[config.mk]
export PLATFORM = sky130hd
export DESIGN_NAME = decode_issue_ctrl_flat
export DESIGN_NICKNAME = d
export VERILOG_FILES = /design/src/rtl/decode_issue_ctrl_if.sv /design/src/rtl/decode_issue_ctrl.sv /design/src/flat_wrapper.sv
export SDC_FILE = /design/constraint.sdc
export NUM_CORES = 1
export LEC_CHECK = 0
export CAP_MARGIN = 20
export CORE_MARGIN = 1
export CORE_UTILIZATION = 50
export DETAILED_ROUTE_END_ITERATION = 10
export HOLD_SLACK_MARGIN = 0.03
export PLACE_DENSITY = 0.85
export SETUP_SLACK_MARGIN = 0.1
export SYNTH_ARGS = -nofsm -noshare
export SYNTH_HDL_FRONTEND = slang
export SYNTH_SLANG_ARGS = --single-unit
export TNS_END_PERCENT = 5
[constraint.sdc]
create_clock -name clk -period 5.1 [get_ports clk]
set_input_delay 1.275 -clock clk [delete_from_list [all_inputs] [get_ports clk]]
set_output_delay 1.275 -clock clk [all_outputs]
set_load 0.05 [all_outputs]
[src/rtl/decode_issue_ctrl_if.sv]
// Decode-to-issue handshake bundle: decode/EXE side signals in, issue and mul/div status out.
interface decode_issue_ctrl_if;
  logic        de_valid;
  logic [31:0] de_inst;
  logic        exe_allowin;
  logic        exe_load_valid;
  logic [4:0]  exe_load_dest;
  logic        flush;
  logic        de_allowin;
  logic        issue_valid;
  logic [3:0]  issue_class;
  logic [4:0]  issue_wdest;
  logic        issue_we;
  logic [1:0]  md_op;
  logic        md_busy;
  logic        md_done;

  modport master (
    output de_valid, de_inst, exe_allowin, exe_load_valid, exe_load_dest, flush,
    input  de_allowin, issue_valid, issue_class, issue_wdest, issue_we, md_op, md_busy, md_done
  );

  modport slave (
    input  de_valid, de_inst, exe_allowin, exe_load_valid, exe_load_dest, flush,
    output de_allowin, issue_valid, issue_class, issue_wdest, issue_we, md_op, md_busy, md_done
  );
endinterface

[src/rtl/decode_issue_ctrl.sv]
// Registered decode/issue stage: classifies MIPS32 instructions, picks the write destination,
// interlocks load-use hazards and sequences the multi-cycle HI/LO unit; flush kills issue and mul/div.
module decode_issue_ctrl #(
  parameter int MUL_CYCLES = 2,
  parameter int DIV_CYCLES = 33,
  parameter int CNT_W      = 6
) (
  input logic              clk,
  input logic              reset,
  decode_issue_ctrl_if.slave io
);
  typedef enum logic [1:0] {IDLE, BUSY, DONE} md_state_t;

  logic [5:0] op, funct;
  logic [4:0] rs, rt, rd;
  logic       cls_md, cls_br, cls_mem, wr_rd, wr_rt, wr_31, rs_used, rt_used, md_start;
  logic [4:0] wdest;
  logic       load_stall, md_stall, fire, take;

  md_state_t  state_q, state_d;
  logic [CNT_W-1:0] cnt_q, cnt_d;
  logic [1:0] md_op_q, md_op_d;
  logic       md_busy_q, md_busy_d, md_done_q, md_done_d;
  logic       issue_valid_q, issue_valid_d, issue_we_q, issue_we_d;
  logic [3:0] issue_class_q, issue_class_d;
  logic [4:0] issue_wdest_q, issue_wdest_d;

  assign op    = io.de_inst[31:26];
  assign rs    = io.de_inst[25:21];
  assign rt    = io.de_inst[20:16];
  assign rd    = io.de_inst[15:11];
  assign funct = io.de_inst[5:0];

  always_comb begin
    cls_md = 1'b0; cls_br = 1'b0; cls_mem = 1'b0;
    wr_rd = 1'b0; wr_rt = 1'b0; wr_31 = 1'b0;
    rs_used = 1'b1; rt_used = 1'b0; md_start = 1'b0;
    case (op)
      6'h00: begin
        rt_used = 1'b1;
        case (funct)
          6'h00, 6'h02, 6'h03: begin wr_rd = 1'b1; rs_used = 1'b0; end
          6'h04, 6'h06, 6'h07, 6'h20, 6'h21, 6'h22, 6'h23,
          6'h24, 6'h25, 6'h26, 6'h27, 6'h2a, 6'h2b: wr_rd = 1'b1;
          6'h08: cls_br = 1'b1;
          6'h09: begin cls_br = 1'b1; wr_rd = 1'b1; end
          6'h10, 6'h12: begin cls_md = 1'b1; wr_rd = 1'b1; rs_used = 1'b0; end
          6'h11, 6'h13: cls_md = 1'b1;
          6'h18, 6'h19, 6'h1a, 6'h1b: begin cls_md = 1'b1; md_start = 1'b1; end
          default: ;
        endcase
      end
      6'h01: begin
        case (rt)
          5'h00, 5'h01: cls_br = 1'b1;
          5'h10, 5'h11: begin cls_br = 1'b1; wr_31 = 1'b1; end
          default: ;
        endcase
      end
      6'h02: begin cls_br = 1'b1; rs_used = 1'b0; end
      6'h03: begin cls_br = 1'b1; rs_used = 1'b0; wr_31 = 1'b1; end
      6'h04, 6'h05: begin cls_br = 1'b1; rt_used = 1'b1; end
      6'h06, 6'h07: cls_br = 1'b1;
      6'h08, 6'h09, 6'h0a, 6'h0b, 6'h0c, 6'h0d, 6'h0e: wr_rt = 1'b1;
      6'h0f: begin wr_rt = 1'b1; rs_used = 1'b0; end
      6'h10: begin
        if (io.de_inst == 32'h4200_0018) begin
          cls_br = 1'b1; rs_used = 1'b0;
        end else if (rs == 5'h00) begin
          wr_rt = 1'b1; rs_used = 1'b0;
        end else if (rs == 5'h04) begin
          rt_used = 1'b1;
        end
      end
      6'h20, 6'h21, 6'h22, 6'h23, 6'h24, 6'h25, 6'h26: begin cls_mem = 1'b1; wr_rt = 1'b1; end
      6'h28, 6'h29, 6'h2a, 6'h2b, 6'h2e: begin cls_mem = 1'b1; rt_used = 1'b1; end
      default: ;
    endcase
  end

  // Non-writers resolve to $0, so the write enable falls out of the destination.
  assign wdest = wr_rd ? rd : wr_rt ? rt : wr_31 ? 5'd31 : 5'd0;

  assign load_stall = io.de_valid & io.exe_load_valid & (io.exe_load_dest != 5'd0) &
                      ((rs_used & (rs == io.exe_load_dest)) | (rt_used & (rt == io.exe_load_dest)));
  assign md_stall   = io.de_valid & cls_md & (state_q != IDLE);
  assign take       = ~issue_valid_q | io.exe_allowin;
  assign io.de_allowin = ~load_stall & ~md_stall & take & ~io.flush;
  assign fire       = io.de_valid & io.de_allowin;

  always_comb begin
    issue_valid_d = issue_valid_q;
    issue_class_d = issue_class_q;
    issue_wdest_d = issue_wdest_q;
    issue_we_d    = issue_we_q;
    if (io.flush) begin
      issue_valid_d = 1'b0;
    end else if (take) begin
      issue_valid_d = fire;
      if (fire) begin
        issue_class_d = {cls_md, cls_br, cls_mem, ~(cls_md | cls_br | cls_mem)};
        issue_wdest_d = wdest;
        issue_we_d    = (wdest != 5'd0);
      end
    end
  end

  always_comb begin
    state_d = state_q;
    cnt_d   = cnt_q;
    md_op_d = md_op_q;
    if (io.flush) begin
      state_d = IDLE;
      cnt_d   = '0;
    end else begin
      case (state_q)
        IDLE: if (fire && md_start) begin
          state_d = BUSY;
          md_op_d = funct[1:0];
          cnt_d   = funct[1] ? CNT_W'(DIV_CYCLES - 1) : CNT_W'(MUL_CYCLES - 1);
        end
        BUSY: if (cnt_q == '0) state_d = DONE;
              else             cnt_d   = cnt_q - CNT_W'(1);
        default: state_d = IDLE;
      endcase
    end
    md_busy_d = (state_d != IDLE);
    md_done_d = (state_d == DONE);
  end

  always_ff @(posedge clk or posedge reset) begin
    if (reset) begin
      state_q       <= IDLE;
      cnt_q         <= '0;
      md_op_q       <= 2'b00;
      md_busy_q     <= 1'b0;
      md_done_q     <= 1'b0;
      issue_valid_q <= 1'b0;
      issue_class_q <= 4'b0;
      issue_wdest_q <= 5'd0;
      issue_we_q    <= 1'b0;
    end else begin
      state_q       <= state_d;
      cnt_q         <= cnt_d;
      md_op_q       <= md_op_d;
      md_busy_q     <= md_busy_d;
      md_done_q     <= md_done_d;
      issue_valid_q <= issue_valid_d;
      issue_class_q <= issue_class_d;
      issue_wdest_q <= issue_wdest_d;
      issue_we_q    <= issue_we_d;
    end
  end

  assign io.issue_valid = issue_valid_q;
  assign io.issue_class = issue_class_q;
  assign io.issue_wdest = issue_wdest_q;
  assign io.issue_we    = issue_we_q;
  assign io.md_op       = md_op_q;
  assign io.md_busy     = md_busy_q;
  assign io.md_done     = md_done_q;
endmodule

[src/flat_wrapper.sv]
// flat-port wrapper written by rule: the top's interface ports become plain ports
module decode_issue_ctrl_flat 
#(
  parameter int MUL_CYCLES = 2,
  parameter int DIV_CYCLES = 33,
  parameter int CNT_W      = 6
)
  (clk, reset, io_de_valid, io_de_inst, io_exe_allowin, io_exe_load_valid, io_exe_load_dest, io_flush, io_de_allowin, io_issue_valid, io_issue_class, io_issue_wdest, io_issue_we, io_md_op, io_md_busy, io_md_done);
  decode_issue_ctrl_if io_i ();
  input logic clk;
  input logic reset;
  input wire logic [$bits(io_i.de_valid)-1:0] io_de_valid;
  input wire logic [$bits(io_i.de_inst)-1:0] io_de_inst;
  input wire logic [$bits(io_i.exe_allowin)-1:0] io_exe_allowin;
  input wire logic [$bits(io_i.exe_load_valid)-1:0] io_exe_load_valid;
  input wire logic [$bits(io_i.exe_load_dest)-1:0] io_exe_load_dest;
  input wire logic [$bits(io_i.flush)-1:0] io_flush;
  output wire logic [$bits(io_i.de_allowin)-1:0] io_de_allowin;
  output wire logic [$bits(io_i.issue_valid)-1:0] io_issue_valid;
  output wire logic [$bits(io_i.issue_class)-1:0] io_issue_class;
  output wire logic [$bits(io_i.issue_wdest)-1:0] io_issue_wdest;
  output wire logic [$bits(io_i.issue_we)-1:0] io_issue_we;
  output wire logic [$bits(io_i.md_op)-1:0] io_md_op;
  output wire logic [$bits(io_i.md_busy)-1:0] io_md_busy;
  output wire logic [$bits(io_i.md_done)-1:0] io_md_done;
  assign io_i.de_valid = io_de_valid;
  assign io_i.de_inst = io_de_inst;
  assign io_i.exe_allowin = io_exe_allowin;
  assign io_i.exe_load_valid = io_exe_load_valid;
  assign io_i.exe_load_dest = io_exe_load_dest;
  assign io_i.flush = io_flush;
  assign io_de_allowin = io_i.de_allowin;
  assign io_issue_valid = io_i.issue_valid;
  assign io_issue_class = io_i.issue_class;
  assign io_issue_wdest = io_i.issue_wdest;
  assign io_issue_we = io_i.issue_we;
  assign io_md_op = io_i.md_op;
  assign io_md_busy = io_i.md_busy;
  assign io_md_done = io_i.md_done;
  decode_issue_ctrl #(.MUL_CYCLES(MUL_CYCLES), .DIV_CYCLES(DIV_CYCLES), .CNT_W(CNT_W)) u_core (.clk(clk), .reset(reset), .io(io_i));
endmodule
==> results list <==
- The run finished with clean final reports.
- CTS built an H-tree with a depth of 1.
- Post-CTS setup buffers: 0
- The net count of the finished layout is 316.
- Seq. cell area: 575.6 µm²
* Routability-driven placement congestion ratio: 0.9595
- FF-to-FF setup slack: 3000 ps
- Data arrives at the worst endpoint at 3360 ps.
* RSZ-0062 raised after global routing: false
- Ordered cell list for the critical path: clkdlybuf4s50_1 -> nor4b_2 -> nand3_1 -> or4_1 -> o211ai_1 -> and3_1 -> buf_12
* Wire length of the first global-routing pass: 8100 µm
- Register area share after synthesis: 31.08%
- Count of buffers inserted at the top-level ports: 58
- Final setup violation count: 0
- Effective utilization at floorplan: 53.80%
- DRC violation total after the first TritonRoute iteration: 107
- After synthesis, the mean cell area works out to 8.573 µm².
- Worst VDD drop: 0.09007 mV
- In this run the critical register-to-register path is captured at u_core.io.issue_wdest[4]$_DFFE_PP0P_.
- Measured against its own limit, the worst slew margin works out to 44.82%.
- Timing would allow up to 215.6 MHz.
* Capture point of the worst path: io_de_allowin
- Counting every net in the synthesized netlist gives 260.
* Yosys cell types: 53
- Cell type of the slowest stage on the worst timing path: sky130_fd_sc_hd__clkdlybuf4s50_1
- 0 antenna diodes ended up in the layout.
- The number of cells on the worst reg-to-reg path is 5.
* Setup slack after placement: 491.0 ps
- Number of warning messages in the yosys log: 0
- In this run the cell area of the synthesized design comes to 1852 µm².
* Wire length per cell: 15.21 µm
- Die Y: 62.86 µm
* Max clock buf depth: 2
* Post-route fraction of the period consumed by the critical path: 90.96%
* Hold Vio Cnt, Final: 0
- The tree is rooted in a sky130_fd_sc_hd__clkbuf_8.
- TritonCTS built the clock tree.
- For the finished layout, the period the worst path requires is 4639 ps.
- Total Negative Setup Slacks: 0 ps
* Via count of the first global-routing pass: 1650
* Post-route antenna net violation count: 0
* Largest fanout of any net on the critical path: 8
- Clock sink count: 23
- Path category of the worst min-delay check: reg2reg
- First-pass iteration count of the detailed router: 4
- Setup skew after layout: 4.881 ps
- The routed layout has 1863 vias.
- Standard-cell row count: 21
- 59 I/O pins were placed.
- For this design the ratio of total power to cell area is 194.2 nW/µm².
- The max-slew violation count is 0.
- Post-detail-place hpwl: 3826 µm
- FFs w/ async S/R, synth: 100.0%
- Largest net degree at the start of global routing: 24
- Number of enable flip-flop cells after synthesis: 0
* Synthesis-stage register bit count: 23
- The initial antenna violation count was 0.
- Global-route congestion overflow total: 0
* Clock-pin slew reported for the worst setup and hold paths after clock tree synthesis: 80 ps
- Fraction of final layout cells with drive strength greater than 1: 10.33%
* Origin of the worst setup path: io_de_inst[1]
- Least setup slack across all paths after layout: 461.2 ps
* Max-cap check violation count: 0
* Number of gates resized after cts: 0
* Placeable core region: 3442 µm²
- LEAKAGE: 1.011 nW
* Synthesis-to-finish area growth: 35.61%
* Core occupancy in the finished layout: 72.96%
- Clock insertion delay at the later pin of the skew report: 260 ps
* # fillers: 277
* Multi-input gate area: 1192 µm²
* Crit Reg-Reg Startpoint: u_core.state_q[1]$_DFF_PP0_
- Data required time of the worst path: 3830 ps
- Most instantiated flip-flop cell in the synthesis netlist: sky130_fd_sc_hd__dfrtp_1
- Count of hold buffers inserted by post-cts repair: 0
* Slew at the pin closest to its max-slew limit: 826.7 ps
- For this run, the slowest stage of the critical path takes 550 ps.
* Die area: 3951 µm²
- In the routed design, unresolved DRC markers number 0.
- STA classifies the critical path startpoint as a primary input.
* Via-to-Cell Ratio: 5.877
* Overall die width: 62.86 µm
- Hold timing on the final database bottoms out at a slack of 513.4 ps.
- In the synthesized netlist, the number of instances is 216.
- By startpoint and endpoint, the worst setup path is classified as in2out.
* Detailed-route wire length: 4823 µm
- The number of clock buffers added by TritonCTS is 3.
- Crit end category: primary output
* Global-route total usage across every layer: 25.76%
## routing by layer
layer | wire length [µm] | global-route usage (%) | up-vias
met5 | 0 | 0 | -
met4 | 48 | 6.686 | 0
met3 | 205 | 2.007 | 4
met2 | 2292 | 41.85 | 72
met1 | 2276 | 36.67 | 874
li1 | - | - | 913
## critical path: cells and delay by family
kind / cells / cell delay (ps)
simple gates: 4 / 1240
buf+inv: 2 / 700
compound gates: 1 / 140
## through the flow
stage | std cells | power (W) | instance area (µm²)
after global routing | 317 | 0.0005130 | 2511
after global placement | 313 | 0.0003766 | 2465
final | 317 | 0.0004878 | 2511
after CTS | 317 | 0.0004907 | 2511
after detailed placement | 313 | 0.0003793 | 2465
after floorplan | 216 | 0.0003043 | 1852
## sequential cells by signal (all words and copies together) (netlist names)
name,flops
u_core.io.md_busy,1
u_core.io.issue_we,1
u_core.io.issue_class,4
u_core.io.issue_wdest,5
u_core.io.issue_valid,1
u_core.io.md_done,1
u_core.io.md_op,2
u_core.state_q,2
u_core.cnt_q,6
## cell usage after synthesis, types with 2 or more instances
cell	instances	area, µm²
sky130_fd_sc_hd__and3_1	3	18.77
sky130_fd_sc_hd__o2bb2ai_1	6	52.55
sky130_fd_sc_hd__mux2_2	2	22.52
sky130_fd_sc_hd__xnor2_1	9	78.83
sky130_fd_sc_hd__clkbuf_1	6	22.52
sky130_fd_sc_hd__nand2b_1	6	37.54
sky130_fd_sc_hd__inv_1	9	33.78
sky130_fd_sc_hd__nand2_1	19	71.32
sky130_fd_sc_hd__o22ai_1	2	12.51
sky130_fd_sc_hd__a211oi_1	4	30.03
sky130_fd_sc_hd__nand3_1	6	30.03
sky130_fd_sc_hd__mux2_4	10	150.1
sky130_fd_sc_hd__or3_1	2	12.51
sky130_fd_sc_hd__nor4bb_1	2	20.02
sky130_fd_sc_hd__nor4_1	4	25.02
sky130_fd_sc_hd__mux2i_1	2	20.02
sky130_fd_sc_hd__o21ai_0	7	35.03
sky130_fd_sc_hd__o211ai_1	4	30.03
sky130_fd_sc_hd__buf_6	2	22.52
sky130_fd_sc_hd__nor3b_1	2	15.01
sky130_fd_sc_hd__nor3_1	9	45.04
sky130_fd_sc_hd__nand4_1	3	18.77
sky130_fd_sc_hd__nand4b_1	2	17.52
sky130_fd_sc_hd__dfrtp_1	23	575.6
sky130_fd_sc_hd__and4_1	3	26.28
sky130_fd_sc_hd__o21ai_1	2	10.01
sky130_fd_sc_hd__xor2_1	2	17.52
sky130_fd_sc_hd__a21o_1	2	15.01
sky130_fd_sc_hd__nor2_1	23	86.33
sky130_fd_sc_hd__a21oi_1	17	85.08
## worst min-delay path by stage
| stage | depth (start not counted) | to | slack (ps) | start |
|---|---|---|---|---|
| final | 1 | u_core.io.md_op[1]$_DFFE_PP0P_ | 510 | u_core.io.md_op[1]$_DFFE_PP0P_ |
| after global routing | 1 | u_core.io.issue_we$_DFFE_PP0P_ | 530 | u_core.io.issue_we$_DFFE_PP0P_ |
| after CTS | 1 | u_core.io.md_op[1]$_DFFE_PP0P_ | 520 | u_core.io.md_op[1]$_DFFE_PP0P_ |
| after detailed placement | 1 | u_core.io.issue_we$_DFFE_PP0P_ | 500 | u_core.io.issue_we$_DFFE_PP0P_ |
| after global placement | 1 | u_core.io.md_op[1]$_DFFE_PP0P_ | 490 | u_core.io.md_op[1]$_DFFE_PP0P_ |
| after floorplan | 2 | u_core.cnt_q[0]$_DFFE_PP0P_ | 550 | u_core.cnt_q[0]$_DFFE_PP0P_ |
## power breakdown
group	internal [W]	switching, W	leakage [nW]
sequential	0.000193	0.00000788	0.312
clock	0.0000544	0.0000560	0.0255
combinational	0.0000818	0.0000949	0.673
## layout by cell type, fill, tap and decap left out, drive strengths merged, types with 3 or more instances in the layout
| master | synthesis | routed |
|---|---|---|
| a211oi | 4 | 4 |
| a21oi | 17 | 17 |
| and3 | 3 | 3 |
| and4 | 3 | 3 |
| buf | 3 | 3 |
| clkbuf | 6 | 3 |
| clkdlybuf4s50 | 0 | 57 |
| dfrtp | 23 | 23 |
| inv | 9 | 9 |
| mux2 | 12 | 12 |
| nand2 | 19 | 19 |
| nand2b | 7 | 7 |
| nand3 | 6 | 6 |
| nand4 | 4 | 4 |
| nor2 | 24 | 24 |
| nor3 | 10 | 10 |
| nor4 | 5 | 5 |
| o211ai | 4 | 4 |
| o21ai | 9 | 9 |
| o2bb2ai | 6 | 6 |
| xnor2 | 9 | 9 |
## cell type report
cell class / count / share of cell area, %
flip-flops and latches: 23 / 22.92
multi-input cells: 175 / 47.48
repair buffers: 60 / 24.12
well taps: 46 / 2.292
clock inverters: 1 / 0.1993
clock buffers: 3 / 1.644
inverters: 9 / 1.345
## cell families after synthesis
kind of cell             Yosys count  synth area share [%]
AND/OR/NAND/NOR                   96                 29.39
AO/OA/AOI/OAI                     53                 18.72
flip-flops                        23                 31.08
buffers and inverters             18                 4.526
multiplexers                      14                 10.41
XOR/XNOR                          11                 5.203
adder cells (fa/ha/maj)            1                0.6756
Power figures use the tool's default switching activity.
